===== src/rtl/truth_table_sequencer_pkg.sv =====
`default_nettype none
// +------------------------------------------------------------------+
// | Module      : truth_table_sequencer_pkg                          |
// | Description : Shared state encoding and default input count for  |
// |               the truth-table sweep sequencer.                   |
// | Revision    : 1.0 - initial release                              |
// +------------------------------------------------------------------+
package truth_table_sequencer_pkg;

  // Default number of function inputs (2^NIN vectors per sweep)
  localparam int NIN_DEFAULT = 4;

  // Sequencer state encoding
  typedef logic [1:0] state_t;
  localparam state_t ST_IDLE = 2'd0;
  localparam state_t ST_RUN  = 2'd1;
  localparam state_t ST_DONE = 2'd2;

endpackage
`default_nettype wire


===== src/rtl/truth_table_sequencer_compare_acc.sv =====
`default_nettype none
// +------------------------------------------------------------------+
// | Module      : tts_compare_acc                                    |
// | Description : Mismatch counter and lowest-failing-vector capture |
// |               for the truth-table sequencer. With                |
// |               TRUTH_TABLE_CAPTURE_EN defined, also records both  |
// |               implementations' full truth tables.                |
// | Revision    : 1.0 - initial release                              |
// +------------------------------------------------------------------+
module tts_compare_acc
  import truth_table_sequencer_pkg::*;
#(
  parameter int NIN = NIN_DEFAULT
) (
  input  logic                 clk,
  input  logic                 rst_n,
  input  logic                 clear,
  input  logic                 sample,
  input  logic [NIN-1:0]       vec,
  input  logic                 s_a,
  input  logic                 s_b,
  output logic [NIN:0]         mismatch_cnt,
  output logic [NIN-1:0]       first_bad,
  output logic                 first_bad_valid
`ifdef TRUTH_TABLE_CAPTURE_EN
  ,
  output logic [(1<<NIN)-1:0]  tt_a,
  output logic [(1<<NIN)-1:0]  tt_b
`endif
);

  logic differ;
  assign differ = s_a ^ s_b;

  // Count mismatching vectors and latch the first (lowest) one seen
  always_ff @(posedge clk) begin
    if (!rst_n || clear) begin
      mismatch_cnt    <= '0;
      first_bad       <= '0;
      first_bad_valid <= 1'b0;
    end else if (sample && differ) begin
      mismatch_cnt <= mismatch_cnt + (NIN+1)'(1);
      if (!first_bad_valid) begin
        first_bad       <= vec;
        first_bad_valid <= 1'b1;
      end
    end
  end

`ifdef TRUTH_TABLE_CAPTURE_EN
  // Record each implementation's output at the bit addressed by vec
  always_ff @(posedge clk) begin
    if (!rst_n || clear) begin
      tt_a <= '0;
      tt_b <= '0;
    end else if (sample) begin
      tt_a[vec] <= s_a;
      tt_b[vec] <= s_b;
    end
  end
`endif

endmodule
`default_nettype wire


===== src/rtl/truth_table_sequencer.sv =====
`default_nettype none
// +------------------------------------------------------------------+
// | Module      : truth_table_sequencer                              |
// | Description : Sweeps all 2^NIN input vectors through a reference |
// |               and a candidate combinational implementation and   |
// |               reports whether they are equivalent.               |
// |               Optional: TRUTH_TABLE_CAPTURE_EN adds tt_a/tt_b.   |
// | Revision    : 1.0 - initial release                              |
// +------------------------------------------------------------------+
module truth_table_sequencer
  import truth_table_sequencer_pkg::*;
#(
  parameter int NIN = NIN_DEFAULT
) (
  input  logic                 clk,
  input  logic                 rst_n,
  input  logic                 start,
  input  logic                 hold,
  input  logic                 s_a,
  input  logic                 s_b,
  output logic [NIN-1:0]       vec,
  output logic                 vec_valid,
  output logic                 busy,
  output logic                 done,
  output logic                 equal,
  output logic [NIN:0]         mismatch_cnt,
  output logic [NIN-1:0]       first_bad,
  output logic                 first_bad_valid
`ifdef TRUTH_TABLE_CAPTURE_EN
  ,
  output logic [(1<<NIN)-1:0]  tt_a,
  output logic [(1<<NIN)-1:0]  tt_b
`endif
);

  state_t state;
  state_t state_next;
  logic   start_acc;
  logic   sample;
  logic   last_sample;

  assign start_acc   = (state == ST_IDLE) && start;
  assign sample      = (state == ST_RUN) && !hold;
  assign last_sample = sample && (&vec);

  assign vec_valid = sample;
  assign busy      = (state == ST_RUN);
  assign done      = (state == ST_DONE);

  // Next-state decode: DONE is a single-cycle pass-through back to IDLE
  always_comb begin
    state_next = state;
    case (state)
      ST_IDLE: if (start)       state_next = ST_RUN;
      ST_RUN:  if (last_sample) state_next = ST_DONE;
      ST_DONE:                  state_next = ST_IDLE;
      default:                  state_next = ST_IDLE;
    endcase
  end

  // State, vector counter and equivalence verdict
  always_ff @(posedge clk) begin
    if (!rst_n) begin
      state <= ST_IDLE;
      vec   <= '0;
      equal <= 1'b0;
    end else begin
      state <= state_next;
      if (start_acc) begin
        vec   <= '0;
        equal <= 1'b0;
      end else if (sample) begin
        // Wraps to zero naturally after the last vector
        vec <= vec + NIN'(1);
        // Verdict includes the last vector, which is being counted this edge
        if (last_sample)
          equal <= (mismatch_cnt == '0) && (s_a == s_b);
      end
    end
  end

  tts_compare_acc #(
    .NIN (NIN)
  ) u_compare_acc (
    .clk             (clk),
    .rst_n           (rst_n),
    .clear           (start_acc),
    .sample          (sample),
    .vec             (vec),
    .s_a             (s_a),
    .s_b             (s_b),
    .mismatch_cnt    (mismatch_cnt),
    .first_bad       (first_bad),
    .first_bad_valid (first_bad_valid)
`ifdef TRUTH_TABLE_CAPTURE_EN
    ,
    .tt_a            (tt_a),
    .tt_b            (tt_b)
`endif
  );

endmodule
`default_nettype wire


===== config.mk =====
export PLATFORM = sky130hd
export DESIGN_NAME = truth_table_sequencer
export DESIGN_NICKNAME = d
export VERILOG_FILES = /design/src/rtl/truth_table_sequencer_pkg.sv /design/src/rtl/truth_table_sequencer_compare_acc.sv /design/src/rtl/truth_table_sequencer.sv
export SDC_FILE = /design/constraint.sdc
export NUM_CORES = 1
export LEC_CHECK = 0
export CAP_MARGIN = 20
export CORE_UTILIZATION = 44
export CTS_CLUSTER_DIAMETER = 100
export DETAILED_ROUTE_END_ITERATION = 8
export HOLD_SLACK_MARGIN = 0.03
export PLACE_DENSITY = 0.76
export SLEW_MARGIN = 40
export SYNTH_ARGS = -nofsm -noshare
export SYNTH_HDL_FRONTEND = slang
export SYNTH_SLANG_ARGS = --single-unit

===== constraint.sdc =====
create_clock -name clk -period 2.3 [get_ports clk]
set_input_delay 0.46 -clock clk [delete_from_list [all_inputs] [get_ports clk]]
set_output_delay 0.46 -clock clk [all_outputs]
set_load 0.005 [all_outputs]

==> run metrics, run 1 <==
pwr dens 478 nW/um2; switching power total 125 uW; status finished, violations left; RD Place Congestion 0.788; measured slew at the worst slew-check pin 0.707 ns; Skew-Pair Late Insertion Delay 0.29 ns; WP data required 1.84 ns; Layout area overhead 38.4%; RSZ-0062 raised after global routing no; CTS clk-pin slew, worst paths 0.09 ns; crit path DAT 1.44 ns; Bufs on Longest Clock Path 2; most frequent cells in the layout clkdlybuf4s50_1 (22), dfxtp_1 (17), nand3_1 (14), a21oi_1 (10); Root Buffer clkbuf_4; Final Cycle Share 0.828; P_int 395 uW; clk sinks 17; I/O Pins 24; Area after DPL 1060 um2; IO buf count 23; Setup-failing EPs final 0; WL final 1.63 mm; gr ovfl total 0; post-synthesis cell count 90; Max-Cap Viols 0; vias in the first global route 649; worst rel slew slack 0.526; sequential power share 0.579; postcts setup bufs 0; met1 usage 0.238; Hold Fails Final Rpt 0; Distinct cells, synth 24; #FFs+latches synth 17; Avg Vias per Cell between 4 and 5; H-Tree Depth 1; Final Power 520 uW; largest net degree at the start of global routing 18; num rows 14; WS Path Type in -> out; failing checks design-rule violations; Core Area 1590 um2; syn_nets 99; CP Max Fanout 2; share of cells above drive strength 1 0.0948; Cell Area, Synth 786 um2; Die W approximately 44 um; Seq/Total Area, Yosys 0.433; Fmax around 530 MHz; Post-DRT Antenna Nets 0; first-pass GRT wire length 2.66 mm; crit path launch type input port; first drt pass iteration count 8; Synth Area per Inst 8.73 um2; met2 usage 0.297; All-Layer GR Usage 0.188; min-delay src u_compare_acc.first_bad[3]; CTS tree done; Tmin final 1.90 ns; DRC errors left 2; Final Util 0.682; final slew viol count 0; maximum VDD drop 0.292 mV; fin cells 140; # diodes 0; hold crit path type reg -> reg; routed vias 696; worst setup path startpoint hold; cell count after placement roughly 140; P_leak 0.387 nW; Combinational Power Share 0.118; DR WL/cell 11.6 um; nets between 100 and 150; post-route design area ~1100 um2; Die Y between 40 and 50 um; Top Usage Layer GRT met2; synth warn 0; Reg-to-Reg Start u_compare_acc.mismatch_cnt[0]; antenna violations before repair 0; Clock Skew 0.00577 ns; starting DRC count in detailed routing 20; Post-DP HPWL between 1 and 1.5 mm; switching share of power 0.240; DIE AREA 1960 um2; crit end category output port; Fill cells 152; Final TNS setup 0 ns; commonest non-fill, non-tap cell in the layout clkdlybuf4s50_1; Num CTS Buffers 3; initial core utilization 0.493; clock group share of total power 0.303; met3 Usage GRT 0.0367
registers in the layout, summed over array words and instances, names as in the netlist:
| signal | flops |
|---|---|
| u_compare_acc.mismatch_cnt | 5 |
| u_compare_acc.first_bad | 4 |
| vec | 4 |
| state | 2 |
| equal | 1 |
| u_compare_acc.first_bad_valid | 1 |
power by group through the flow:
stage | clock network [mW] | logic, mW | registers, mW
finish | 0.157 | 0.0615 | 0.301
CTS | 0.170 | 0.0622 | 0.301
detailed placement | 0 | 0.0606 | 0.308
global route | 0.177 | 0.0672 | 0.302
global placement | 0 | 0.0599 | 0.308
floorplan | 0 | 0.0324 | 0.308
through the flow:
stage | setup WS [ns] | hold WS, ns
3_3_place_gp | 0.00343 | 0.457
5_1_grt | 0.361 | 0.505
2_1_floorplan | 0.641 | 0.445
3_5_place_dp | -0.00736 | 0.466
6_report | 0.396 | 0.470
4_1_cts | 0.00638 | 0.481
final cells by class:
cell class	count	area [um2]	area share
multi-input cells	63	409	0.376
flip-flops and latches	17	340	0.313
inverters	5	18.8	0.0173
repair buffers	27	263	0.242
well taps	24	30.0	0.0276
clock buffers	4	26.3	0.0242
final timing paths:
path | endpoint | slack [ns] | cells after the start
setup / recovery | vec_valid | 0.40 | 4
hold / removal | u_compare_acc.first_bad[3] | 0.47 | 2
hold reg to reg | u_compare_acc.first_bad[3] | 0.47 | 2
setup reg to reg | equal | 0.54 | 5
logic make-up (layout without fill, tap and decap cells):
kind of cell               Yosys count  after routing  synth area share
xor gates and xnor gates             3              3            0.0334
AOI/OAI and AO/OA                   18             18             0.124
buffers and inverters               10             36            0.0494
and+or+nand+nor                     35             35             0.261
adders and majority gates            3              3            0.0478
muxes                                4              4            0.0510
DFF                                 17             17             0.433
timing repair:
| item | in CTS | in global routing |
|---|---|---|
| endpoints found under the hold margin | 0 | 0 |
| hold buffers | 0 | 0 |
| setup endpoints to repair | 1 | 1 |
| gates resized for setup | 1 | 1 |
| pin swaps | 0 | 0 |
worst max-delay path, cell delays in order:
cell and delay, ns:
clkdlybuf4s50_1 0.40, or3b_4 0.39, inv_1 0.08, dlymetal6s2s_1 0.12
layer usage:
layer | vias to the layer above | part of all wire
li1 | 372 | -
met1 | 301 | 0.46
met2 | 21 | 0.47
met3 | 2 | 0.056
met4 | 0 | 0.0080
met5 | - | 0
cell usage after synthesis:
master,instances,share of area
a21oi_1,10,0.064
and2b_1,1,0.0096
and3_1,1,0.0080
buf_2,1,0.0064
clkbuf_1,4,0.019
dfxtp_1,17,0.43
ha_1,3,0.048
inv_1,5,0.024
mux2i_1,4,0.051
nand2_1,3,0.014
nand3_1,14,0.089
nor2_1,4,0.019
nor2b_1,1,0.0080
nor3_2,1,0.013
nor4b_1,1,0.011
o21ai_0,5,0.032
o31ai_1,3,0.029
or3_1,2,0.016
or3b_1,1,0.011
or3b_2,1,0.011
or4_1,4,0.038
or4b_2,1,0.013
xnor2_1,2,0.022
xor2_1,1,0.011
Power figures use the tool's default switching activity.
==> inputs of run 2 (changes only) <==
clock period = 1.95 ns   (was 2.3 ns; I/O delays follow)
==> run 2 against run 1 <==
Against the previous run: the run now ends clean; wire length grew 1.8%; register-to-register slack lost 0.34 ns; combinational power grew 31%; final area grew 2.2%; total power grew 20%; via count grew 5.6%; cell count grew 1.4%; worst hold slack gained 0.0032 ns; sequential power grew 18%; clock skew shrank 0.0021 ns; clock power grew 22%; die area is the same.
==> run metrics, run 2 (same netlist as run 1, synthesis figures left out) <==
CP Max Fanout 2 (unchanged); All-Layer GR Usage 0.208 (+0.0196); vias in the first global route 696 (+7.2%); WL final 1.66 mm (+1.8%); crit path DAT 1.47 ns (+0.03 ns); most frequent cells in the layout clkdlybuf4s50_1 (22), dfxtp_1 (17), nand3_1 (14), a21oi_1 (10); Hold WS 0.473 ns (+0.00322 ns); Root Buffer clkbuf_4; Combinational Power Share 0.128 (+0.010); routed vias 735 (+5.6%); Final Util 0.697 (+0.0149); Fmax about 540 MHz; clk sinks 17 (unchanged); largest net degree at the start of global routing 18 (unchanged); RD Place Congestion 0.804 (+1.9%); crit end category output port; gr ovfl total 0 (unchanged); first-pass GRT wire length 2.99 mm (+12%); Final Cycle Share 0.954; P_leak 0.390 nW (+0.71%); worst rel slew slack 0.541 (+0.0159); Die Y 44.3 um (unchanged); WHS Path Cells 2 (unchanged); initial core utilization 0.493 (unchanged); CTS tree done; RSZ-0062 raised after global routing no; IO buf count 23 (unchanged); Die W 44.3 um (unchanged); first drt pass iteration count 5 (-3); sequential power share 0.567 (-0.012); hold crit path type reg -> reg; DIE AREA 1960 um2 (unchanged); Layout area overhead 41.4%; # diodes 0 (unchanged); Clock Skew 0.00367 ns (-0.00210 ns); Max-Cap Viols 0 (unchanged); crit path launch type input port; measured slew at the worst slew-check pin 0.683 ns (-0.0237 ns); share of cells above drive strength 1 0.110 (+0.0153); H-Tree Depth 1 (unchanged); switching power total 154 uW (+23%); fin cells 142 (+1.4%); pwr dens 564 nW/um2 (+18%); Setup-failing EPs final 0 (unchanged); Avg Vias per Cell 5.18 (+4.1%); nets 128 (+1.6%); clock group share of total power 0.305 (+0.002); max reg flops 5 (unchanged); Post-DP HPWL 1.25 mm (+3.5%); P_int 473 uW (+20%); Core Area 1590 um2 (unchanged); starting DRC count in detailed routing 8 (-60%); Post-DRT Antenna Nets 0 (unchanged); WS Path Type in -> out; biggest regs u_compare_acc.mismatch_cnt: 5 flops, u_compare_acc.first_bad: 4 flops, vec: 4 flops; maximum VDD drop 0.340 mV (+16%); cell count after placement 138 (+1.5%); Skew-Pair Late Insertion Delay 0.29 ns (about the same); I/O Pins 24 (unchanged); Hold Buf Count CTS 0 (unchanged); FF-to-FF path depth 5 (unchanged); DRC errors left 0 (-2); Final TNS setup 0 ns (unchanged); switching share of power 0.246 (+0.00584); WP data required 1.56 ns (-0.28 ns); Tmin final 1.86 ns; Final Power 627 uW (+20%); Num CTS Buffers 3 (unchanged); num rows 14 (unchanged); Hold Fails Final Rpt 0 (unchanged); status completed; commonest non-fill, non-tap cell in the layout clkdlybuf4s50_1; Bufs on Longest Clock Path 2 (unchanged); final slew viol count 0 (unchanged); CTS clk-pin slew, worst paths 0.10 ns (about the same); postcts setup bufs 0 (unchanged); antenna violations before repair 0 (unchanged); DR WL/cell 11.7 um (+0.41%); # resized after CTS 2 (+1); Biggest register u_compare_acc.mismatch_cnt
## run 2: cell count changes in the layout (fill, tap and decap cells not counted), sizes merged
cell / before / now
buf: 4 / 6
dlygate4sd2: 0 / 1
dlymetal6s2s: 1 / 0
## run 2: power by group through the flow
stage / clock network (mW) / logic (mW) / registers, mW
2_1_floorplan: 0 / 0.0382 / 0.363
3_3_place_gp: 0 / 0.0786 / 0.363
3_5_place_dp: 0 / 0.0800 / 0.363
4_1_cts: 0.194 / 0.0809 / 0.355
5_1_grt: 0.202 / 0.0889 / 0.357
6_report: 0.191 / 0.0805 / 0.355
## run 2: cell type report
class | count | area, um2
flip-flops and latches | 17 | 340
repair buffers | 29 | 287
fillers | 140 | 483
clock buffers | 4 | 26.3
inverters | 5 | 18.8
multi-input cells | 63 | 409
well taps | 24 | 30.0
## run 2: metal layers
metal  track usage  routed length, um  part of all wire
met3        0.0245                 58             0.035
met2         0.338                777              0.47
met4        0.0909                 35             0.021
met1         0.277                788              0.47
met5             0                  0                 0
## run 2: worst max-delay path: stages
cell and delay, ns:
clkdlybuf4s50_1 0.40, or3b_4 0.38, inv_1 0.08, dlygate4sd2_1 0.23
## run 2: metrics by stage
step                      setup slack [ns]  instance area [um2]
after floorplan                      0.291                  786
after global routing                0.0466                 1110
after global placement              -0.207                 1080
after detailed placement            -0.192                 1080
after CTS                           0.0828                 1110
final                               0.0900                 1110
## run 2: final timing paths
path                                  from                          to  slack, ns
max                                   hold                   vec_valid       0.09
min             u_compare_acc.first_bad[2]  u_compare_acc.first_bad[2]       0.47
max reg2reg  u_compare_acc.mismatch_cnt[0]                       equal       0.20
min reg2reg     u_compare_acc.first_bad[2]  u_compare_acc.first_bad[2]       0.47
